File: src/rtl/fc8_timer_sfr_array.sv
// rtl/fc8_timer_sfr_array.sv - multi-channel prescaled down-counting timer SFR block
module fc8_timer_sfr_array #(
  parameter int          NUM_CH    = 4,
  parameter int          CNT_W     = 16,
  parameter int          PRESC_W   = 8,
  parameter logic [15:0] BASE_ADDR = 16'h0100
) (
  input  logic              clk,
  input  logic              rst,
  input  logic              sfr_cs_in,
  input  logic              sfr_wr_en_in,
  input  logic              sfr_rd_en_in,
  input  logic [15:0]       sfr_addr_in,
  input  logic [7:0]        sfr_data_in,
  output logic [7:0]        sfr_data_out,
  output logic              timer_irq_out,
  output logic [NUM_CH-1:0] timer_pending_out,
  output logic [NUM_CH-1:0] timer_tick_out
);

  logic                freeze;
  logic [NUM_CH-1:0]   status;
  logic [NUM_CH-1:0]   en;
  logic [NUM_CH-1:0]   mode;
  logic [NUM_CH-1:0]   ie;
  logic [NUM_CH-1:0]   tick_q;
  logic                irq_q;
  logic [PRESC_W-1:0]  presc           [NUM_CH];
  logic [PRESC_W-1:0]  presc_cnt       [NUM_CH];
  logic [CNT_W-1:0]    count           [NUM_CH];
  logic [CNT_W-1:0]    reload          [NUM_CH];
  logic [7:0]          reload_lo_stage [NUM_CH];
  logic [7:0]          count_hi_shadow [NUM_CH];
  logic [15:0]         count_ext       [NUM_CH];
  logic [15:0]         reload_ext      [NUM_CH];

  logic [NUM_CH-1:0]   ch_sel;
  logic [NUM_CH-1:0]   ctrl_wr;
  logic [NUM_CH-1:0]   load;
  logic [NUM_CH-1:0]   tick_ev;
  logic [NUM_CH-1:0]   expire;
  logic [NUM_CH-1:0]   w1c_mask;

  // Address decode: offsets below BASE_ADDR never select anything.
  logic [15:0] off;
  logic [12:0] blk;
  logic        in_blk;
  logic        wr_acc;
  logic        rd_acc;
  logic        glb_wr;

  assign off    = sfr_addr_in - BASE_ADDR;
  assign blk    = off[15:3];
  assign in_blk = sfr_cs_in && (sfr_addr_in >= BASE_ADDR);
  assign wr_acc = in_blk && sfr_wr_en_in;
  assign rd_acc = in_blk && sfr_rd_en_in && !sfr_wr_en_in;
  assign glb_wr = wr_acc && (blk == 13'd0);

  assign w1c_mask = (glb_wr && off[2:0] == 3'd1) ? sfr_data_in[NUM_CH-1:0] : '0;

  // Per-channel strobes: a load event suppresses that cycle's tick so reload always wins.
  always_comb begin
    ch_sel  = '0;
    ctrl_wr = '0;
    load    = '0;
    tick_ev = '0;
    expire  = '0;
    for (int i = 0; i < NUM_CH; i++) begin
      count_ext[i]  = 16'(count[i]);
      reload_ext[i] = 16'(reload[i]);
      ch_sel[i]  = in_blk && (blk == 13'(i + 1));
      ctrl_wr[i] = wr_acc && ch_sel[i] && (off[2:0] == 3'd0);
      load[i]    = (ctrl_wr[i] && (sfr_data_in[3] || (sfr_data_in[0] && !en[i]))) ||
                   (glb_wr && (off[2:0] == 3'd2) && sfr_data_in[i]);
      tick_ev[i] = en[i] && !freeze && (presc_cnt[i] >= presc[i]) && !load[i];
      expire[i]  = tick_ev[i] && (count[i] == '0);
    end
  end

  // Channel state: prescaler, counter, control bits, reload staging and count shadow.
  always_ff @(posedge clk) begin
    if (rst) begin
      en   <= '0;
      mode <= '0;
      ie   <= '0;
      for (int i = 0; i < NUM_CH; i++) begin
        presc[i]           <= '0;
        presc_cnt[i]       <= '0;
        count[i]           <= '0;
        reload[i]          <= '0;
        reload_lo_stage[i] <= '0;
        count_hi_shadow[i] <= '0;
      end
    end else begin
      for (int i = 0; i < NUM_CH; i++) begin
        if (load[i]) begin
          presc_cnt[i] <= '0;
        end else if (en[i] && !freeze) begin
          presc_cnt[i] <= (presc_cnt[i] >= presc[i]) ? '0 : presc_cnt[i] + 1'b1;
        end

        if (load[i]) begin
          count[i] <= reload[i];
        end else if (tick_ev[i]) begin
          if (count[i] != '0) count[i] <= count[i] - 1'b1;
          else                count[i] <= mode[i] ? '0 : reload[i];
        end

        if (ctrl_wr[i]) begin
          en[i]   <= sfr_data_in[0];
          mode[i] <= sfr_data_in[1];
          ie[i]   <= sfr_data_in[2];
        end else if (expire[i] && mode[i]) begin
          en[i] <= 1'b0;
        end

        if (wr_acc && ch_sel[i]) begin
          case (off[2:0])
            3'd1:    presc[i]           <= sfr_data_in[PRESC_W-1:0];
            3'd2:    reload_lo_stage[i] <= sfr_data_in;
            3'd3:    reload[i]          <= CNT_W'({sfr_data_in, reload_lo_stage[i]});
            default: ;
          endcase
        end

        if (rd_acc && ch_sel[i] && (off[2:0] == 3'd4)) begin
          count_hi_shadow[i] <= count_ext[i][15:8];
        end
      end
    end
  end

  // Global state: freeze, W1C status (expiry set beats clear), tick pulse and interrupt.
  always_ff @(posedge clk) begin
    if (rst) begin
      freeze <= 1'b0;
      status <= '0;
      tick_q <= '0;
      irq_q  <= 1'b0;
    end else begin
      if (glb_wr && off[2:0] == 3'd0) freeze <= sfr_data_in[0];
      status <= (status & ~w1c_mask) | expire;
      tick_q <= expire;
      irq_q  <= |(status & ie);
    end
  end

  assign timer_irq_out     = irq_q;
  assign timer_pending_out = status;
  assign timer_tick_out    = tick_q;

  // Combinational read mux; unmapped offsets and deselected cycles return 0.
  always_comb begin
    sfr_data_out = '0;
    if (in_blk) begin
      if (blk == 13'd0) begin
        case (off[2:0])
          3'd0:    sfr_data_out = {7'd0, freeze};
          3'd1:    sfr_data_out = 8'(status);
          3'd3:    sfr_data_out = 8'(NUM_CH);
          default: sfr_data_out = '0;
        endcase
      end
      for (int i = 0; i < NUM_CH; i++) begin
        if (ch_sel[i]) begin
          case (off[2:0])
            3'd0:    sfr_data_out = {5'd0, ie[i], mode[i], en[i]};
            3'd1:    sfr_data_out = 8'(presc[i]);
            3'd2:    sfr_data_out = reload_ext[i][7:0];
            3'd3:    sfr_data_out = reload_ext[i][15:8];
            3'd4:    sfr_data_out = count_ext[i][7:0];
            3'd5:    sfr_data_out = count_hi_shadow[i];
            default: sfr_data_out = '0;
          endcase
        end
      end
    end
  end

endmodule

File: config.mk
export PLATFORM = sky130hd
export DESIGN_NAME = fc8_timer_sfr_array
export DESIGN_NICKNAME = d
export VERILOG_FILES = /design/src/rtl/fc8_timer_sfr_array.sv
export SDC_FILE = /design/constraint.sdc
export NUM_CORES = 1
export LEC_CHECK = 0
export ABC_CLOCK_PERIOD_IN_PS = 7650
export CAP_MARGIN = 20
export CORE_ASPECT_RATIO = 1.4
export CORE_MARGIN = 1.5
export CORE_UTILIZATION = 35
export CTS_CLUSTER_SIZE = 12
export DETAILED_ROUTE_END_ITERATION = 16
export MAX_ROUTING_LAYER = met4
export PLACE_DENSITY = 0.6
export SETUP_SLACK_MARGIN = 0.2
export SLEW_MARGIN = 5
export SYNTH_ARGS = -nofsm -noshare
export SYNTH_HDL_FRONTEND = slang
export SYNTH_SLANG_ARGS = --single-unit
File: constraint.sdc
create_clock -name clk -period 7.65 [get_ports clk]
set_clock_uncertainty 0.05 [all_clocks]
set_input_delay 2.295 -clock clk [delete_from_list [all_inputs] [get_ports clk]]
set_output_delay 2.295 -clock clk [all_outputs]
set_load 0.005 [all_outputs]
* Word-level counts from Yosys, hierarchy flattened *
Memory sizes are Yosys's and may differ from the RTL's.
Index checks and enable logic that the tools add are counted.

cells by class
  $add $sub $neg = 9
  $lt $le $gt $ge = 5
  equal/unequal tests = 9
  muxes and demuxes = 185
  bitwise logic cells = 40
  reduce and logical (&&, ||, !) cells = 93

operators with widths
  operator                                                                               count
  16-bit two-way mux                                                                     20
  8-bit two-way mux                                                                      29
  8-bit one-hot mux with 6 select lines                                                  4
  1-bit two-way mux                                                                      129
  16-bit logical NOT                                                                     4
  16-bit nonzero test                                                                    4
  16-bit by 1-bit subtractor with 16-bit output (second input constant)                  4
  1-bit logical AND                                                                      60
  1-bit bitwise OR                                                                       36
  8-bit by 1-bit adder with 8-bit output (second input constant)                         4
  8-bit greater-or-equal comparator                                                      4
  13-bit by 2-bit == test with 1-bit output (second input constant)                      2
  16-bit by 9-bit greater-or-equal comparator with 1-bit output (second input constant)  1
  16-bit by 9-bit subtractor with 16-bit output (second input constant)                  1
  13-bit by 1-bit == test with 1-bit output (second input constant)                      1
  13-bit by 3-bit == test with 1-bit output (second input constant)                      1
  13-bit logical NOT                                                                     1
  4-bit one-hot mux with 3 select lines                                                  1
  1-bit logical NOT                                                                      10
  4-bit AND                                                                              2
  1-bit logical OR                                                                       8
  4-bit two-way mux                                                                      2
  2-bit nonzero test                                                                     4
  3-bit by 2-bit == test with 1-bit output (second input constant)                       2
  6 further kinds                                                                        7

storage, ports and cells
  register bits after elaboration = 22
  RAM bits = 256
  word-level logic and storage cells = 363
  memories kept = 6

memories
  memory           words  width  rd ports  clocked after memory_dff  wr ports  RTL line  source
  count            4      16     4         0                         4         30        logic [CNT_W-1:0] count [NUM_CH];
  reload           4      16     4         0                         4         31        logic [CNT_W-1:0] reload [NUM_CH];
  count_hi_shadow  4      8      4         0                         4         33        logic [7:0] count_hi_shadow [NUM_CH];
  presc            4      8      4         0                         4         28        logic [PRESC_W-1:0] presc [NUM_CH];
  presc_cnt        4      8      4         0                         4         29        logic [PRESC_W-1:0] presc_cnt [NUM_CH];
  reload_lo_stage  4      8      4         0                         4         32        logic [7:0] reload_lo_stage [NUM_CH];

* Depth between registers and ports, before layout *
Gate-level depths: netlist (run 1).

  depth after elaboration = 15
  depth in mapped cells = 11
  gate-level depth less buffers = 9

* Least setup slack after synthesis (run 1) *
No wires, ideal clock.

  path type = in2out
  start = input sfr_addr_in[3]
  end = output sfr_data_out[1]
  arrival time = 4.390 ns
  setup slack = 0.915 ns
  stages = 10
  path buffers = 3
  cell sequence = buf_6 or4_4 buf_6 nor3b_4 o21ai_4 nor4_4 and2_1 clkbuf_1 a22oi_1 and3_1

between the ends
  cells in the longest elaborated chain, start to end = 8

ends and longest elaborated chain
  element                                                                                                                                RTL line  source
  start: declaration                                                                                                                     13        input logic [15:0] sfr_addr_in,
  16-bit by 9-bit subtractor with 16-bit output / 16-bit by 9-bit greater-or-equal comparator with 1-bit output (equally long branches)  52, 54
  13-bit logical NOT, or another cell as far along                                                                                       156       if (blk == 13'd0) begin
  4-bit two-way mux / 1-bit logical AND (equally long branches)                                                                          156, 71
  8-bit two-way mux (4 in series)                                                                                                        165       if (ch_sel[i]) begin
  8-bit two-way mux (*)                                                                                                                  155       if (in_blk) begin
  end: declaration                                                                                                                       15        output logic [7:0] sfr_data_out,

Every way passes the cells marked *; elsewhere a longest branch is shown, timed or not.

* Worst setup path in the final report (run 1) *
  start = input sfr_addr_in[9]
  end = output sfr_data_out[2]

The elaborated chain is that of the path after synthesis.

==> impl_metrics.env, run 1 <==
export IMPL_outcome="complete, no violations"
export IMPL_synth_warnings=0
export IMPL_die_area_um2=46200
export IMPL_syn2layout_area_growth_pct=14.5
export IMPL_cpMaxStageDelayCell="clkdlybuf4s50_1"
export IMPL_relSlewSlack_pct=36.3
export IMPL_worst_pin_slew_ns=0.931
export IMPL_core_rowCount=91
export IMPL_place_congestion=0.903
export IMPL_antenna_found_initial=1
export IMPL_first_global_vias=11800
export IMPL_comb_power_share_pct=8.4
export IMPL_fmax_mhz=134
export IMPL_drv_cap=0
export IMPL_synth_edff_count=256
export IMPL_h_tree_depth=1
export IMPL_worstSetupStartpointType="input port"
export IMPL_root_buffer="clkbuf_16"
export IMPL_synth_seq_cells=278
export IMPL_clk_pin_slew_ns=0.06
export IMPL_finalCritPeriodShare_pct=97.7
export IMPL_drt_first_pass_iters=6
export IMPL_grt_pass1_wl_mm=70.6
export IMPL_swShare_pct=24.0
export IMPL_ff2ff_path_depth=7
export IMPL_leakage_nw=6.70
export IMPL_dp_cells=2013
export IMPL_cp_buffers_inverters=3
export IMPL_worstPathCellList="clkdlybuf4s50_1, inv_2, ha_1, or4b_4, nor3b_4, o21ai_4, nor4_4, nand2_1, a31oi_2, clkdlybuf4s50_1"
export IMPL_drive_above_1_share_pct=12.2
export IMPL_hold_buffers=0
export IMPL_crit_fanout=4
export IMPL_coreArea_um2=44200
export IMPL_critical_path_depth=10
export IMPL_tritoncts="done"
export IMPL_clkSinkCount=278
export IMPL_vias=11800
export IMPL_gr_total_overflow=0
export IMPL_seqPwrFrac_pct=52.8
export IMPL_die_x_um=182
export IMPL_routed_wl_mm=46.2
export IMPL_cp_required_ns=5.31
export IMPL_drt_iter0_markers=1005
export IMPL_powerDensity_nw_per_um2=185
export IMPL_hold_depth=2
export IMPL_critPathMaxStageDelay_ns=0.55
export IMPL_dieHeight_um=254
export IMPL_cts_buffers=28
export IMPL_nets=1567
export IMPL_endpoint_kind="primary output"
export IMPL_grt_max_degree=48
export IMPL_arrival_ns=5.13
export IMPL_seq_area_frac_synth_pct=51.7
export IMPL_hold_violations=0
export IMPL_vias_per_cell=5.66
export IMPL_cp_top_family="simple AND/OR/NAND/NOR gates"
export IMPL_clk_insertion_delay_late_ns=0.56
export IMPL_slew_viol_final=0
export IMPL_wire_per_inst_um=22.3
export IMPL_synth_main_ff_cell="edfxtp_1"
export IMPL_synth_area_um2=15700
export IMPL_antenna_left=0
export IMPL_grt_use_total_pct=20.7
export IMPL_critPathKind="in2out"
export IMPL_p_int_mw=2.53
export IMPL_peakVddDrop_mv=0.145
export IMPL_io_buffers=45
export IMPL_rsz0062_at_grt="true"
export IMPL_dp_hpwl_mm=34.0
export IMPL_syn_inst=1433
export IMPL_drc=0
export IMPL_fin_cells=2075
export IMPL_pin_count=46
export IMPL_syn_avg_cell_area_um2=11.0
export IMPL_start_util_pct=35.6
export IMPL_fin_crit_ns=7.47
export IMPL_hold_class="reg2reg"
export IMPL_syn_nets=1504
export IMPL_timing_hold_ws_ns=0.436
export IMPL_p_clk_share_pct=38.8
export IMPL_switchingPower_mw=0.796
export IMPL_ys_types=83
export IMPL_async_flop_share_pct=0
export IMPL_clock_path_buffers=3
export IMPL_setup_viol=0
export IMPL_crit_top_cell="clkdlybuf4s50_1"
==> synthesized netlist by cell type (10+ instances only) <==
cell | number | area share (%)
xor2_1 | 40 | 2.2
a21o_1 | 11 | 0.53
nand2b_1 | 20 | 0.80
dfxtp_1 | 22 | 2.8
a2bb2oi_2 | 10 | 0.96
nand2_1 | 75 | 1.8
o2bb2ai_1 | 32 | 1.8
ha_1 | 42 | 3.3
o221ai_1 | 11 | 0.61
nand3_1 | 56 | 1.8
a21oi_2 | 12 | 0.67
nor4_1 | 26 | 1.0
nor3_1 | 31 | 0.99
nor2_1 | 103 | 2.5
buf_2 | 12 | 0.38
edfxtp_1 | 256 | 49
or3_1 | 13 | 0.52
o21ai_0 | 37 | 1.2
o211ai_1 | 11 | 0.53
a31oi_1 | 13 | 0.52
and2_1 | 87 | 3.5
and3_1 | 84 | 3.3
inv_1 | 61 | 1.5
clkbuf_1 | 59 | 1.4
xnor2_1 | 36 | 2.0
a22oi_1 | 22 | 1.1
mux2i_1 | 40 | 2.5
a21oi_1 | 59 | 1.9
==> tightest hold or removal path, cell delays in order, from the launching register on <==
cell     delay (ns)
dfxtp_1        0.32
nand3_1        0.07
a21oi_1        0.05
==> flip-flops by register name (all words and copies together), names as in the netlist, 4 cells and up <==
signal and cells:
mode 4, presc_cnt 32, en 4, timer_tick_out 4, count 64, presc 32
timer_pending_out 4, ie 4, reload_lo_stage 32, reload 64, count_hi_shadow 32
==> final timing paths <==
check | end | slack, ns | from
worst max-delay path | sfr_data_out[2] | 0.18 | sfr_addr_in[9]
worst min-delay path | en[2] | 0.44 | en[2]
worst max register to register | count[2][10] | 3.86 | count[2][5]
worst min register to register | en[2] | 0.44 | en[2]
==> metal layers <==
metal	GRT usage, %	part of all wire [%]	vias up
li1	-	-	5488
met3	2.41	5.3	107
met1	24.3	40	5754
met4	9.26	4.6	0
met5	-	0	-
met2	35.6	50	404
==> through the flow <==
stage | util (%) | area (µm²) | setup TNS [ns] | power, mW | setup slack (ns)
3_3_place_gp | 38.4 | 17000 | -0.00328 | 2.05 | -0.00328
5_1_grt | 40.7 | 18000 | 0 | 3.43 | 0.0640
6_report | 40.7 | 18000 | 0 | 3.32 | 0.176
4_1_cts | 40.4 | 17900 | 0 | 3.34 | 0.00479
2_1_floorplan | - | 15700 | 0 | 1.93 | 0.915
3_5_place_dp | 38.4 | 17000 | -0.117 | 2.06 | -0.0721
==> area by class of cell <==
class / count / area [µm²]
Fill cell: 4290 / 26200
Sequential cell: 278 / 8130
Multi-Input combinational cell: 1007 / 7060
Timing Repair Buffer: 120 / 1040
Clock buffer: 46 / 810
Tap cell: 558 / 698
Inverter: 61 / 229
Clock inverter: 4 / 17.5
Antenna cell: 1 / 2.50
==> power groups by stage <==
stage               combinational (mW)  sequential, mW  clock, mW
floorplan                        0.166            1.77          0
global placement                 0.268            1.78          0
detailed placement               0.272            1.79          0
CTS                              0.275            1.75       1.32
global route                     0.301            1.76       1.37
finish                           0.279            1.75       1.29
==> placed cells by master, fill, tap and decap left out, types with 35 or more instances in the layout <==
cell	count
nand3_1	56
nand2_1	73
inv_1	60
edfxtp_1	256
and3_1	83
xnor2_1	35
a21oi_1	59
o21ai_0	35
xor2_1	40
nor2_1	102
mux2i_1	40
and2_1	86
ha_1	41
clkdlybuf4s50_1	35
buf_4	68
==> kinds of logic (layout without fill, tap and decap cells) <==
family	count (synthesis)	after routing	share of synthesized area, %
simple gates	553	553	19.6
compound gates	287	287	13.5
flops	278	278	51.7
buf+inv	148	231	3.99
xor+xnor	76	76	4.24
mux	49	49	3.55
fa+ha+maj	42	42	3.34
other cells	0	1	0
==> timing repair <==
action,in CTS,in global routing
gates cloned,0,0
pin swaps,6,9
resized for setup,15,15
buffers inserted,4,5
endpoints found under the setup margin,8,8
No activity file was read; power rests on OpenSTA's default activity.
==> run 2, diff against run 1 <==
Settings changed: ABC_CLOCK_PERIOD_IN_PS 7650 to 8700, CORE_ASPECT_RATIO 1.4 to unset.
Clock period 7.65 ns to 8.7 ns, I/O delays scaled along.
==> impl_metrics.env, run 2 (synthesized netlist as in run 1, its figures left out) <==
export IMPL_swShare_pct=23.6
export IMPL_fin_total_pwr_mw=3.25
export IMPL_finalCritPeriodShare_pct=97.5
export IMPL_p_clk_share_pct=45.0
export IMPL_tritoncts="done"
export IMPL_hold_buffers=0
export IMPL_endpoint="sfr_data_out[3]"
export IMPL_setup_viol=0
export IMPL_routed_wl_mm=47.5
export IMPL_place_ws_ns=0.162
export IMPL_cp_required_ns=6.04
export IMPL_io_buffers=45
export IMPL_switchingPower_mw=0.769
export IMPL_grt_use_total_pct=20.8
export IMPL_worstSetupStartpointType="input port"
export IMPL_fin_setup_tns_ns=0
export IMPL_crit_fanout=8
export IMPL_critPathKind="in2out"
export IMPL_clkSinkCount=278
export IMPL_cts_buffers=34
export IMPL_reg_largest_list="count x64, reload x64"
export IMPL_coreArea_um2=44200
export IMPL_fillers=4199
export IMPL_slew_viol_final=0
export IMPL_die_x_um=215
export IMPL_timing_rr_start="count[2][6]"
export IMPL_fin_util_pct=41.1
export IMPL_hold_violations=0
export IMPL_cp_top_family="buffers and inverters"
export IMPL_relSlewSlack_pct=28.0
export IMPL_diodes=0
export IMPL_clk_insertion_delay_late_ns=0.53
export IMPL_p_int_mw=2.48
export IMPL_multi_input_area_um2=6990
export IMPL_endpoint_kind="primary output"
export IMPL_grt_max_degree=35
export IMPL_powerDensity_nw_per_um2=179
export IMPL_layout_cells_most_common_list="edfxtp_1 (256), nor2_1 (101), and2_1 (87)"
export IMPL_fin_crit_ns=8.48
export IMPL_vias=12000
export IMPL_drt_first_pass_iters=6
export IMPL_antenna_left=0
export IMPL_hold_depth=1
export IMPL_r2r_end="count[2][0]"
export IMPL_antenna_found_initial=2
export IMPL_drt_iter0_markers=1281
export IMPL_leakage_nw=6.67
export IMPL_clock_path_buffers=3
export IMPL_first_global_vias=11600
export IMPL_fin_cells=2110
export IMPL_syn2layout_area_growth_pct=15.6
export IMPL_arrival_ns=5.82
export IMPL_wire_per_inst_um=22.5
export IMPL_core_rowCount=77
export IMPL_seqCellArea_um2=8130
export IMPL_start_util_pct=35.5
export IMPL_hp_start="reload_lo_stage[2][1]"
export IMPL_comb_power_share_pct=7.5
export IMPL_ff2ff_path_depth=7
export IMPL_peakVddDrop_mv=0.127
export IMPL_root_buffer="clkbuf_16"
export IMPL_nets=1563
export IMPL_dp_cells=2045
export IMPL_h_tree_depth=2
export IMPL_place_congestion=0.985
export IMPL_grt_pass1_wl_mm=71.3
export IMPL_vias_per_cell=5.70
export IMPL_hold_class="reg2reg"
export IMPL_r2r_slack_ns=5.01
export IMPL_final_common_cell="edfxtp_1"
export IMPL_rsz0062_at_grt="true"
export IMPL_die_area_um2=46200
export IMPL_worstPathCellList="clkdlybuf4s50_1, inv_1, ha_1, o211ai_1, a22oi_2, buf_4, nor3_2, buf_4, o211ai_1, a31oi_1, clkdlybuf4s50_1"
export IMPL_worst_pin_slew_ns=1.08
export IMPL_outcome="complete, no violations"
export IMPL_pin_count=46
export IMPL_cp_buffers_inverters=5
export IMPL_gr_total_overflow=0
export IMPL_dp_hpwl_mm=34.0
export IMPL_drc=0
export IMPL_setup_worst_path_start="sfr_addr_in[8]"
export IMPL_drv_cap=0
export IMPL_fin_ws_ns=0.216
export IMPL_seqPwrFrac_pct=47.5
export IMPL_dieHeight_um=215
export IMPL_fmax_mhz=118
export IMPL_cpMaxStageDelayCell="clkdlybuf4s50_1"
export IMPL_critical_path_depth=11
export IMPL_critPathMaxStageDelay_ns=0.60
export IMPL_drive_above_1_share_pct=11.9
export IMPL_clk_pin_slew_ns=0.06
## run 2: worst min-delay path by stage
stage | slack, ns | end
global route | 0.48 | ie[0]
global placement | 0.44 | ie[0]
detailed placement | 0.44 | ie[0]
finish | 0.45 | reload[2][1]
floorplan | 0.39 | ie[0]
CTS | 0.45 | ie[0]
## run 2: metrics by stage
stage / hold WS, ns / area (µm²)
after global placement: 0.438 / 17000
after floorplan: 0.394 / 15700
final: 0.454 / 18200
after global routing: 0.478 / 18200
after detailed placement: 0.437 / 17000
after CTS: 0.449 / 18100
## run 2: per-layer routing
layer | vias up | global-route usage [%] | part of all wire, %
li1 | 5490 | - | -
met1 | 5946 | 28.8 | 45
met2 | 512 | 31.8 | 45
met3 | 82 | 3.26 | 8.2
met4 | 0 | 5.63 | 2.2
met5 | - | - | 0
## run 2: cell type report
type | instances | share of cell area, %
timing repair buffer | 110 | 5.09
multi-input combinational | 1007 | 38.5
clock inverter | 18 | 1.04
tap | 592 | 4.08
sequential | 278 | 44.8
inverter | 61 | 1.26
clock buffer | 44 | 5.24
## run 2: power groups by stage
stage	Sequential [mW]	Combinational, mW	Clock, mW
after floorplan	1.55	0.146	0
after global placement	1.57	0.235	0
after detailed placement	1.57	0.239	0
after CTS	1.54	0.241	1.48
after global routing	1.55	0.263	1.53
final	1.54	0.245	1.46
## run 2: repair_timing
action,4_1_cts,5_1_grt
setup endpoints to repair,4,3
setup buffers,0,1
resized for setup,4,2
==> run 3, diff against run 2 <==
Settings changed: ABC_AREA set to 1, RECOVER_POWER set to 50.
==> impl_metrics.env, run 3 <==
export IMPL_async_flop_share_pct=0
export IMPL_timing_hold_ws_ns=0.441
export IMPL_synth_top_area_cell="edfxtp_1"
export IMPL_cp_buffers_inverters=5
export IMPL_drc=2
export IMPL_slew_viol_final=55
export IMPL_crit_fanout=6
export IMPL_dieHeight_um=221
export IMPL_crit_top_cell="nand3_1"
export IMPL_critPathMaxStageDelay_ns=0.61
export IMPL_wire_per_inst_um=20.5
export IMPL_dp_hpwl_mm=38.5
export IMPL_worstPathCellList="dlygate4sd3_1, inv_1, ha_1, nand3_1, nand3_1, nor2_4, buf_4, nand3_1, nor2_1, inv_1, nand2_1, o21ai_0, nand2_1, clkdlybuf4s50_1"
export IMPL_grt_max_degree=55
export IMPL_drt_first_pass_iters=11
export IMPL_die_area_um2=48900
export IMPL_clk_pin_slew_ns=0.06
export IMPL_tritoncts="done"
export IMPL_finalCritPeriodShare_pct=96.7
export IMPL_hold_path_endpoint="ie[3]"
export IMPL_cts_buffers=34
export IMPL_syn_inst=1931
export IMPL_gr_total_overflow=0
export IMPL_arrival_ns=5.75
export IMPL_core_rowCount=79
export IMPL_violations="DRC, capacitance limit, slew limit"
export IMPL_first_global_vias=13700
export IMPL_place_congestion=0.942
export IMPL_critPathKind="in2out"
export IMPL_final_common_cell="nor2_1"
export IMPL_relSlewSlack_pct=-32.5
export IMPL_vias=14400
export IMPL_ys_types=57
export IMPL_syn2layout_area_growth_pct=13.9
export IMPL_syn_avg_cell_area_um2=8.62
export IMPL_cp_required_ns=6.04
export IMPL_clock_path_buffers=3
export IMPL_cpMaxStageDelayCell="dlygate4sd3_1"
export IMPL_reg_largest_list="count x64, reload x64"
export IMPL_layout_cells_most_common_list="nor2_1 (309), inv_1 (276), nand2_1 (271)"
export IMPL_ys_top_cells_by_count="nor2_1 (308), inv_1 (276), nand2_1 (272)"
export IMPL_outcome="complete, but fails checks"
export IMPL_timing_rr_start="presc_cnt[0][5]"
export IMPL_fin_setup_tns_ns=0
export IMPL_seq_area_frac_synth_pct=48.8
export IMPL_synth_warnings=0
export IMPL_drive_above_1_share_pct=8.42
export IMPL_synth_edff_count=256
export IMPL_clk_insertion_delay_late_ns=0.53
export IMPL_io_buffers=45
export IMPL_hold_depth=2
export IMPL_die_x_um=221
export IMPL_diodes=0
export IMPL_hold_class="reg2reg"
export IMPL_routed_wl_mm=53.6
export IMPL_synth_seq_cells=278
export IMPL_worst_pin_slew_ns=1.98
export IMPL_coreArea_um2=46800
export IMPL_fillers=4636
export IMPL_vias_per_cell=5.51
export IMPL_setup_viol=0
export IMPL_synth_area_um2=16600
export IMPL_root_buffer="clkbuf_16"
export IMPL_antenna_found_initial=0
export IMPL_hp_start="ie[3]"
export IMPL_cp_top_family="buffers and inverters"
export IMPL_antenna_left=0
export IMPL_yosysMostFrequentCell="nor2_1"
export IMPL_leakage_nw=7.48
export IMPL_h_tree_depth=2
export IMPL_peakVddDrop_mv=0.149
export IMPL_fmax_mhz=119
export IMPL_synth_main_ff_cell="edfxtp_1"
export IMPL_pin_count=46
export IMPL_synth_top_area_share_pct=46.2
export IMPL_ff2ff_path_depth=7
export IMPL_fin_crit_ns=8.41
export IMPL_r2r_end="count[0][12]"
export IMPL_rsz0062_at_grt="false"
export IMPL_nets=2054
export IMPL_drv_cap=1
export IMPL_grt_pass1_wl_mm=81.6
export IMPL_r2r_slack_ns=5.21
export IMPL_hold_violations=0
export IMPL_drt_iter0_markers=1570
export IMPL_worstSetupStartpointType="input port"
export IMPL_clkSinkCount=278
export IMPL_synthTopCellsByArea="edfxtp_1 (46%), nor2_1 (6.9%), inv_1 (6.2%)"
export IMPL_syn_nets=2002
export IMPL_start_util_pct=35.6
export IMPL_endpoint_kind="primary output"
export IMPL_grt_use_total_pct=22.2
export IMPL_powerDensity_nw_per_um2=175
run 3: changes by cell type in the layout (fill, tap and decap cells not counted), moves of 53 or more:
cell	delta
and2_1	-87
inv_1	+215
nand3_1	+53
nor2_1	+208
nand4_1	+111
and3_1	-83
nand2_1	+196
run 3: final cells by class:
type,instances,area (µm²),share of cell area [%]
Timing Repair Buffer,89,744,3.93
Multi-Input combinational cell,1292,7080,37.3
Inverter,288,1080,5.72
Clock buffer,40,895,4.72
Tap cell,607,759,4.01
Clock inverter,20,273,1.44
Sequential cell,278,8130,42.9
run 3: where the power goes:
part | total, mW | internal [mW] | switching [mW]
logic | 0.253 | 0.0681 | 0.185
registers | 1.54 | 1.50 | 0.0347
clock network | 1.52 | 0.942 | 0.575
run 3: cells by family after synthesis:
| group | after synthesis | synth area share (%) |
|---|---|---|
| XOR/XNOR | 66 | 3.47 |
| AND/OR/NAND/NOR | 884 | 24.6 |
| AO/OA/AOI/OAI | 300 | 11.4 |
| flip-flops | 278 | 48.8 |
| buffers and inverters | 361 | 8.62 |
| adder cells (fa/ha/maj) | 42 | 3.16 |
run 3: repair_timing:
item | CTS | global route
hold buffers | 0 | 0
setup endpoints to repair | 0 | 5
buffers inserted | 0 | 6
hold endpoints to repair | 0 | 0
gates resized for setup | 0 | 3
run 3: per-stage QoR:
stage / cell area [µm²] / std cells / power [mW] / worst slack (ns) / utilization (%)
3_3_place_gp: 17800 / 2540 / 1.81 / 0.347 / 38.0
4_1_cts: 18900 / 2602 / 3.32 / 0.263 / 40.5
5_1_grt: 19000 / 2614 / 3.41 / 0.145 / 40.6
3_5_place_dp: 17800 / 2542 / 1.81 / 0.267 / 38.0
2_1_floorplan: 16600 / 1931 / 1.70 / 1.75 / -
6_report: 19000 / 2614 / 3.31 / 0.289 / 40.6
run 3: how the worst max path moves through the flow:
stage	start	to	slack, ns	depth (start not counted)
2_1_floorplan	sfr_addr_in[8]	sfr_data_out[3]	1.75	12
3_3_place_gp	sfr_addr_in[8]	sfr_data_out[3]	0.35	13
3_5_place_dp	sfr_addr_in[8]	sfr_data_out[3]	0.27	13
4_1_cts	sfr_addr_in[8]	sfr_data_out[3]	0.26	13
5_1_grt	sfr_addr_in[8]	sfr_data_out[3]	0.14	14
6_report	sfr_addr_in[8]	sfr_data_out[5]	0.29	14
run 3: per-layer routing:
metal  up-vias  share of wire (%)  routed length (µm)  global-route usage, %
li1       6743                  -                   -                      -
met1      6907                 43               23100                   30.1
met2       671                 46               24400                   34.5
met3        94                8.3                4430                   2.88
met4         0                3.0                1610                   7.16
met5         -                  0                   0                      -
run 3: worst register-to-register path, delay by kind of cell, from the launching register on:
family	cells	cell delay [ns]
AOI/OAI and AO/OA	2	1.15
DFF	1	0.46
adders and majority gates	1	0.34
and+or+nand+nor	3	0.88
buffers and inverters	1	0.24
